`src/rtl/alu_pkg.sv`:
```
// alu_pkg: shared definitions for the registered ALU/MDU unit.
//   - ALU_CTRL_W   : width of the op-select field
//   - alu_base_e   : 4-bit codes of the ten single-cycle base ops
//   - alu_ctrl_e   : full 5-bit op codes (base ops with bit4=0, M ops 10xxx)
//   - fsm_state_e  : sequencing states of alu_mdu_seq
//   - is_mdu_op()  : true for a legal M-extension code
//   - is_div_op()  : true for DIV/DIVU/REM/REMU
package alu_pkg;

   localparam int ALU_CTRL_W = 5;

   // Numerically identical to the original single-cycle ALU encoding.
   typedef enum logic [3:0] {
      BASE_ADD  = 4'b0000,
      BASE_SUB  = 4'b0001,
      BASE_AND  = 4'b0010,
      BASE_OR   = 4'b0011,
      BASE_XOR  = 4'b0100,
      BASE_SLT  = 4'b0101,
      BASE_SLTU = 4'b0110,
      BASE_SLL  = 4'b0111,
      BASE_SRL  = 4'b1000,
      BASE_SRA  = 4'b1001
   } alu_base_e;

   typedef enum logic [ALU_CTRL_W-1:0] {
      ALU_ADD    = 5'b00000,
      ALU_SUB    = 5'b00001,
      ALU_AND    = 5'b00010,
      ALU_OR     = 5'b00011,
      ALU_XOR    = 5'b00100,
      ALU_SLT    = 5'b00101,
      ALU_SLTU   = 5'b00110,
      ALU_SLL    = 5'b00111,
      ALU_SRL    = 5'b01000,
      ALU_SRA    = 5'b01001,
      ALU_MUL    = 5'b10000,
      ALU_MULH   = 5'b10001,
      ALU_MULHSU = 5'b10010,
      ALU_MULHU  = 5'b10011,
      ALU_DIV    = 5'b10100,
      ALU_DIVU   = 5'b10101,
      ALU_REM    = 5'b10110,
      ALU_REMU   = 5'b10111
   } alu_ctrl_e;

   typedef enum logic [1:0] {
      ST_IDLE = 2'd0,
      ST_BUSY = 2'd1,
      ST_DONE = 2'd2
   } fsm_state_e;

   function automatic logic is_mdu_op(input logic [ALU_CTRL_W-1:0] ctrl);
      return ctrl[4] && !ctrl[3];
   endfunction

   function automatic logic is_div_op(input logic [ALU_CTRL_W-1:0] ctrl);
      return is_mdu_op(ctrl) && ctrl[2];
   endfunction

endpackage

```
`src/rtl/alu_base_comb.sv`:
```
// alu_base_comb: purely combinational XLEN-wide ALU for the ten base ops.
// Ports:
//   op     in  4     base op code (alu_base_e); unused codes give 0
//   a      in  XLEN  first operand
//   b      in  XLEN  second operand; shifts use b[SHW-1:0]
//   result out XLEN  op result (SLT/SLTU zero-extended 0/1)
module alu_base_comb
   import alu_pkg::*;
#(
   parameter int XLEN = 32
)
(
   input  logic [3:0]      op,
   input  logic [XLEN-1:0] a,
   input  logic [XLEN-1:0] b,
   output logic [XLEN-1:0] result
);

   localparam int SHW = $clog2(XLEN);

   logic [SHW-1:0] shamt;
   assign shamt = b[SHW-1:0];

   // NOTE: every output of an always_comb gets a default first, so no path
   // through the case leaves it unassigned and no latch is inferred.
   always_comb begin
      result = '0;
      case (op)
         BASE_ADD:  result = a + b;
         BASE_SUB:  result = a - b;
         BASE_AND:  result = a & b;
         BASE_OR:   result = a | b;
         BASE_XOR:  result = a ^ b;
         BASE_SLT:  result = {{(XLEN-1){1'b0}}, ($signed(a) < $signed(b))};
         BASE_SLTU: result = {{(XLEN-1){1'b0}}, (a < b)};
         BASE_SLL:  result = a << shamt;
         BASE_SRL:  result = a >> shamt;
         BASE_SRA:  result = $signed(a) >>> shamt;
         default:   result = '0;
      endcase
   end

endmodule

```
`src/rtl/alu_mdu_seq.sv`:
```
// alu_mdu_seq: registered ALU with iterative RV M-extension unit.
// Base ops (and illegal codes / M-op short-circuits) complete with latency 1;
// other M ops run one bit per cycle and complete with latency XLEN+1.
// Ports:
//   clk, rst_n            clock, asynchronous active-low reset
//   flush                 kills in-flight op or pending result (top priority)
//   in_valid / in_ready   op request handshake
//   alu_ctrl              5-bit op select (alu_ctrl_e)
//   operand_a, operand_b  XLEN-bit operands
//   out_valid / out_ready result handshake
//   result, zero          registered result and (result == 0)
module alu_mdu_seq
   import alu_pkg::*;
#(
   parameter int XLEN = 32
)
(
   input  logic                  clk,
   input  logic                  rst_n,
   input  logic                  flush,
   input  logic                  in_valid,
   output logic                  in_ready,
   input  logic [ALU_CTRL_W-1:0] alu_ctrl,
   input  logic [XLEN-1:0]       operand_a,
   input  logic [XLEN-1:0]       operand_b,
   output logic                  out_valid,
   input  logic                  out_ready,
   output logic [XLEN-1:0]       result,
   output logic                  zero
);

   localparam int CNT_W = $clog2(XLEN) + 1;
   localparam logic [XLEN-1:0] MOST_NEG = {1'b1, {(XLEN-1){1'b0}}};

   // State and datapath registers.
   fsm_state_e            state_q, state_d;
   logic [CNT_W-1:0]      cnt_q, cnt_d;
   logic [ALU_CTRL_W-1:0] op_q, op_d;
   logic                  neg_q, neg_d;     // negate final result (sign fix)
   logic [XLEN-1:0]       opnd_q, opnd_d;   // multiplicand or divisor magnitude
   logic [2*XLEN-1:0]     acc_q, acc_d;     // {hi, lo}: product, or {remainder, quotient}
   logic [XLEN-1:0]       result_q, result_d;
   logic                  zero_q, zero_d;

   logic accept;

   // ------------------------------------------------------------------
   // Base ALU
   // ------------------------------------------------------------------
   logic [XLEN-1:0] base_result;

   alu_base_comb #(.XLEN(XLEN)) u_base (
      .op     (alu_ctrl[3:0]),
      .a      (operand_a),
      .b      (operand_b),
      .result (base_result)
   );

   // ------------------------------------------------------------------
   // Start-of-op decode: magnitudes, sign fix, 1-cycle results
   // ------------------------------------------------------------------
   logic              sign_a, sign_b;
   logic [XLEN-1:0]   mag_a, mag_b;
   logic              divisor_zero, div_overflow;
   logic              start_short;
   logic [XLEN-1:0]   short_result;
   logic [2*XLEN-1:0] start_acc;
   logic [XLEN-1:0]   start_opnd;
   logic              start_neg;

   always_comb begin
      sign_a = 1'b0;
      sign_b = 1'b0;
      case (alu_ctrl)
         ALU_MULH, ALU_DIV, ALU_REM: begin
            sign_a = operand_a[XLEN-1];
            sign_b = operand_b[XLEN-1];
         end
         ALU_MULHSU: sign_a = operand_a[XLEN-1];
         default: ;
      endcase

      // The most-negative value negates to itself, which is its correct
      // unsigned magnitude.
      mag_a = sign_a ? -operand_a : operand_a;
      mag_b = sign_b ? -operand_b : operand_b;

      divisor_zero = (operand_b == '0);
      div_overflow = (operand_a == MOST_NEG) && (operand_b == '1);

      start_short  = 1'b1;
      short_result = '0;
      if (!alu_ctrl[4]) begin
         short_result = base_result;
      end else if (!is_mdu_op(alu_ctrl)) begin
         short_result = '0;
      end else if (is_div_op(alu_ctrl) && divisor_zero) begin
         // bit1 distinguishes REM/REMU from DIV/DIVU
         short_result = alu_ctrl[1] ? operand_a : '1;
      end else if ((alu_ctrl == ALU_DIV || alu_ctrl == ALU_REM) && div_overflow) begin
         short_result = alu_ctrl[1] ? '0 : MOST_NEG;
      end else begin
         start_short = 1'b0;
      end

      if (is_div_op(alu_ctrl)) begin
         start_acc  = {{XLEN{1'b0}}, mag_a};
         start_opnd = mag_b;
         // Remainder takes the dividend's sign, quotient the XOR of signs.
         start_neg  = alu_ctrl[1] ? sign_a : (sign_a ^ sign_b);
      end else begin
         start_acc  = {{XLEN{1'b0}}, mag_b};
         start_opnd = mag_a;
         start_neg  = sign_a ^ sign_b;
      end
   end

   // ------------------------------------------------------------------
   // One iteration of the shift-add multiplier / restoring divider
   // ------------------------------------------------------------------
   logic [XLEN:0]     mul_sum;
   logic [2*XLEN-1:0] mul_next;
   logic [XLEN:0]     div_shift, div_diff;
   logic              div_ge;
   logic [2*XLEN-1:0] div_next;
   logic [2*XLEN-1:0] iter_next, prod_signed;
   logic [XLEN-1:0]   quo_signed, rem_signed;
   logic [XLEN-1:0]   final_result;

   always_comb begin
      // Multiply: add multiplicand into the high half when the current low
      // bit of the multiplier is set, then shift the whole product right.
      mul_sum  = {1'b0, acc_q[2*XLEN-1:XLEN]}
               + (acc_q[0] ? {1'b0, opnd_q} : {(XLEN+1){1'b0}});
      mul_next = {mul_sum, acc_q[XLEN-1:1]};

      // Divide: shift the next dividend bit into the partial remainder and
      // subtract the divisor if it fits; the borrow bit tells us it did not.
      div_shift = {acc_q[2*XLEN-1:XLEN], acc_q[XLEN-1]};
      div_diff  = div_shift - {1'b0, opnd_q};
      div_ge    = !div_diff[XLEN];
      div_next  = {(div_ge ? div_diff[XLEN-1:0] : div_shift[XLEN-1:0]),
                   acc_q[XLEN-2:0], div_ge};

      iter_next   = is_div_op(op_q) ? div_next : mul_next;
      prod_signed = neg_q ? -iter_next : iter_next;
      quo_signed  = neg_q ? -iter_next[XLEN-1:0] : iter_next[XLEN-1:0];
      rem_signed  = neg_q ? -iter_next[2*XLEN-1:XLEN] : iter_next[2*XLEN-1:XLEN];

      case (op_q)
         ALU_MUL:                        final_result = prod_signed[XLEN-1:0];
         ALU_MULH, ALU_MULHSU, ALU_MULHU: final_result = prod_signed[2*XLEN-1:XLEN];
         ALU_DIV, ALU_DIVU:              final_result = quo_signed;
         default:                        final_result = rem_signed;
      endcase
   end

   // ------------------------------------------------------------------
   // FSM next-state and register updates
   // ------------------------------------------------------------------
   assign in_ready  = (state_q == ST_IDLE) || ((state_q == ST_DONE) && out_ready);
   assign out_valid = (state_q == ST_DONE);
   assign result    = result_q;
   assign zero      = zero_q;

   // in_ready already restricts accepts to IDLE or a draining DONE.
   assign accept = in_valid && in_ready && !flush;

   always_comb begin
      state_d  = state_q;
      cnt_d    = cnt_q;
      op_d     = op_q;
      neg_d    = neg_q;
      opnd_d   = opnd_q;
      acc_d    = acc_q;
      result_d = result_q;
      zero_d   = zero_q;

      case (state_q)
         ST_BUSY: begin
            acc_d = iter_next;
            cnt_d = cnt_q - CNT_W'(1);
            if (cnt_q == CNT_W'(1)) begin
               result_d = final_result;
               zero_d   = (final_result == '0);
               state_d  = ST_DONE;
            end
         end
         ST_DONE: begin
            if (out_ready) state_d = ST_IDLE;
         end
         default: ;
      endcase

      if (accept) begin
         op_d = alu_ctrl;
         if (start_short) begin
            result_d = short_result;
            zero_d   = (short_result == '0);
            state_d  = ST_DONE;
         end else begin
            cnt_d   = CNT_W'(XLEN);
            acc_d   = start_acc;
            opnd_d  = start_opnd;
            neg_d   = start_neg;
            state_d = ST_BUSY;
         end
      end

      // Flush wins over both accept and completion; the visible result is kept.
      if (flush) begin
         state_d  = ST_IDLE;
         result_d = result_q;
         zero_d   = zero_q;
      end
   end

   // NOTE: sequential state uses non-blocking assignments so every flop
   // samples its _d value from before the clock edge.
   always_ff @(posedge clk or negedge rst_n) begin
      if (!rst_n) begin
         state_q  <= ST_IDLE;
         cnt_q    <= '0;
         op_q     <= '0;
         neg_q    <= 1'b0;
         opnd_q   <= '0;
         acc_q    <= '0;
         result_q <= '0;
         zero_q   <= 1'b0;
      end else begin
         state_q  <= state_d;
         cnt_q    <= cnt_d;
         op_q     <= op_d;
         neg_q    <= neg_d;
         opnd_q   <= opnd_d;
         acc_q    <= acc_d;
         result_q <= result_d;
         zero_q   <= zero_d;
      end
   end

endmodule

```
`config.mk`:
```
export PLATFORM = sky130hd
export DESIGN_NAME = alu_mdu_seq
export DESIGN_NICKNAME = d
export VERILOG_FILES = /design/src/rtl/alu_pkg.sv /design/src/rtl/alu_base_comb.sv /design/src/rtl/alu_mdu_seq.sv
export SDC_FILE = /design/constraint.sdc
export NUM_CORES = 1
export LEC_CHECK = 0
export CAP_MARGIN = 10
export CELL_PAD_IN_SITES_DETAIL_PLACEMENT = 1
export CELL_PAD_IN_SITES_GLOBAL_PLACEMENT = 2
export CORE_MARGIN = 4
export CORE_UTILIZATION = 37
export CTS_CLUSTER_DIAMETER = 30
export DETAILED_ROUTE_END_ITERATION = 10
export PLACE_DENSITY_LB_ADDON = 0.1
export SLEW_MARGIN = 20
export SYNTH_ARGS = -nofsm -noshare
export SYNTH_HDL_FRONTEND = slang
export SYNTH_SLANG_ARGS = --single-unit
```
`constraint.sdc`:
```
create_clock -name clk -period 7 [get_ports clk]
set_input_delay 1.4 -clock clk [delete_from_list [all_inputs] [get_ports clk]]
set_output_delay 1.4 -clock clk [all_outputs]
set_load 0.05 [all_outputs]
```
==> results of run 1 <==
-- layout by cell type (no fill, tap or decap), types with 16 or more instances in the layout --
cell type / instances
inv_1: 157
ha_1: 168
o2111ai_1: 17
and2_1: 51
nand2_1: 304
buf_4: 242
clkbuf_16: 17
clkdlybuf4s50_1: 101
or3_1: 46
o31ai_1: 27
o21a_1: 21
o22ai_1: 17
mux2i_1: 93
and3_1: 30
o211ai_1: 121
a31oi_1: 37
nor2b_1: 16
nand3_1: 74
a211oi_1: 58
a22oi_1: 34
mux4_2: 62
a21oi_1: 300
nand2b_1: 18
nor2_1: 371
nor4_1: 33
mux2_2: 29
a21o_1: 56
o22a_1: 19
nand4_1: 34
o21ai_0: 254
xnor2_1: 110
dfrtp_1: 143
a221oi_1: 25
nor3_1: 89
o21bai_1: 19
xor2_1: 40
-- metal layers --
metal	up-vias	global-route usage	share of wire
met5	-	0	0.00026
met4	4	0.258	0.082
met3	375	0.0462	0.066
met2	1413	0.609	0.45
met1	15039	0.481	0.40
li1	13041	-	-
-- registers in the layout, summed over array words and instances (netlist names) --
register	flops
zero	1
op_q	5
cnt_q	6
acc_q	64
neg_q	1
opnd_q	32
state_q	2
result	32
-- critical path, stage by stage --
cell,delay (ns)
clkdlybuf4s50_1,0.81
buf_4,0.36
nor4_2,0.81
buf_4,0.27
and4_1,0.28
nand4_1,0.13
o211ai_1,0.33
nand2_1,0.13
nor2_1,0.18
nand4_1,0.11
a2111oi_0,0.47
nand4_1,0.23
nor4_1,0.34
buf_4,0.16
nand4_1,0.11
nor4_1,0.42
nand4b_1,0.14
nor4_1,0.23
buf_4,0.18
o31ai_1,0.06
a21oi_1,0.13
-- power groups by stage --
stage / clock [W] / sequential, W / combinational [W]
final: 0.000976 / 0.00146 / 0.00826
after global routing: 0.00102 / 0.00151 / 0.00875
after CTS: 0.000987 / 0.00146 / 0.00802
after detailed placement: 0 / 0.00147 / 0.00796
after global placement: 0 / 0.00146 / 0.00780
after floorplan: 0 / 0.00151 / 0.00489
-- cells by family after synthesis --
logic type               Yosys count  synth area share
AO/OA/AOI/OAI                   1196             0.319
XOR/XNOR                         150            0.0529
adder cells (fa/ha/maj)          172            0.0879
buffers and inverters            405            0.0628
flip-flops                       143             0.144
multiplexers                     184             0.107
AND/OR/NAND/NOR                 1168             0.226
-- final timing paths --
kind                              end  slack (ns)  cells past startpoint
setup reg to reg                 zero        0.24                     21
max in group asynchronous   acc_q[27]        4.60                      2
hold reg to reg            result[10]        0.53                      1
hold / removal             result[10]        0.53                      1
min in group asynchronous   acc_q[40]        0.96                      1
setup / recovery                 zero        0.12                     21
-- layout make-up --
type	count	area [µm²]	area share
multi-input combinational	2870	19800	0.692
sequential	143	3580	0.125
timing repair buffer	352	2950	0.103
tap	864	1080	0.0378
inverter	159	598	0.0209
clock buffer	17	425	0.0149
clock inverter	15	184	0.00643
antenna	3	7.51	0.000262
-- repair_timing --
item	CTS	global route
gates resized for setup	0	9
hold buffers	0	0
setup endpoints to repair	0	1
-- stage by stage --
| step | std cells | power (W) | instance area (µm²) | TNS [ns] | util |
|---|---|---|---|---|---|
| detailed placement | 4387 | 0.00943 | 27900 | -0.0805 | 0.423 |
| finish | 4423 | 0.0107 | 28600 | 0 | 0.433 |
| global route | 4420 | 0.0113 | 28600 | 0 | 0.433 |
| floorplan | 3418 | 0.00640 | 24800 | 0 | - |
| CTS | 4419 | 0.0105 | 28500 | 0 | 0.432 |
| global placement | 4387 | 0.00926 | 27900 | -0.541 | 0.423 |
==> results.cfg, run 1 <==
[worst_setup_path]
worstSetupPathType = in -> reg
required_ns = 7.40
crit_path_end_kind = register
path_max_fanout = 5
cp.arrival_ns = 7.29
crit_path_start = operand_a[21]
critPathLaunchType = input pin
r2r_start = acc_q[0]

[placed_design]
port_buffers = 108
routabilityCongestion = 1.03
dp_slack_ns = -0.0805
dp.final_hpwl_mm = 112

[grt]
grt_pass1_vias = 29634
grt_antenna_before_repair = 6
grt_max_degree = 83
track_usage = 0.380
grt_overflow = 0
grt_pass1_wl_mm = 203

[yosys]
yosysUniqueCellTypes = 97
netlist_area_mm2 = 0.0248
synthTopCellsByArea = dfrtp_1 (14%), ha_1 (8.5%), a21oi_1 (6.1%)
ys_seq_elements = 143
ys_warn_count = 0
synth_ff_type = dfrtp_1
async_flop_share = 1.00
synth_top_cell_area_share = 0.144
yosys.area.top_type = dfrtp_1
syn-num-nets = 3664
synth_enable_flop_cells = 0
syn_area_per_cell_um2 = 7.26
ys_seq_area_frac = 0.144
ys_top_cells_by_count = nor2_1 (374), nand2_1 (304), a21oi_1 (301), o21ai_0 (255), clkbuf_1 (191)
syn-instance-count = 3418
yosysMostFrequentCell = nor2_1

[floorplanning]
core_area_mm2 = 0.0661
start_util = 0.375
die_area_mm2 = 0.0713
rows = 94
die_h_um = 267
io_pins = 109
dieWidth_um = 267

[final_layout]
nNetsFinal = 3789
num-fill-cells = 8189
drive_above_1_share = 0.125
area_growth_pct = 15.3

[clocking]
htreeDepth = 4
clkTransAtPathRegs_ns = 0.08
cts.sinks = 143
cts_setup_buffers = 0
cts_root_buf = clkbuf_16
cts_tree = yes
numCtsBuffers = 17
cts_buffer_depth = 2
worstSkewPairLatency_ns = 0.48

[route]
drc = 0
drtAntennaViolNets = 0
totalWireLength_mm = 139
dr.pass1.iters = 5
vias_per_cell = 6.75
initialDrtViolationCount = 2985
vias = 29872
post_drt_wl_per_cell_um = 31.5

[timing]
grt_setup_unrepaired = no
fin_crit_sh = 0.983
slew_headroom = 0.207
holdWs_ns = 0.527
setup_ws_ns = 0.116
setup_viol = 0
worst_pin_slew_ns = 1.18
fmax_mhz = 145
clock_skew_ns = 0.0135
finalMaxSlewViolations = 0
post-route-min-period_ns = 6.88
finalHoldViolCount = 0

[pwr]
p_sw_frac = 0.578
seqPwrFrac = 0.137
p_leak_nw = 11.6
pwr-share-clk = 0.091
intPower_w = 0.00451
power_density_mw_per_mm2 = 374
p_comb_frac = 0.772
vdd.ir_drop.worst_uv = 198
p_sw_w = 0.00618

[hold_path]
hold_path_startpoint = result[10]
hp-class = reg -> reg

[outcome]
outcome = finished, final reports clean

[run]
drv_cap = 0
Power figures use the tool's default switching activity.
==> run 2, diff against run 1 <==
- CTS_CLUSTER_DIAMETER: 30 -> 60
==> results of run 2 <==
Final layout, timing and power as in run 1 (identical DEF).
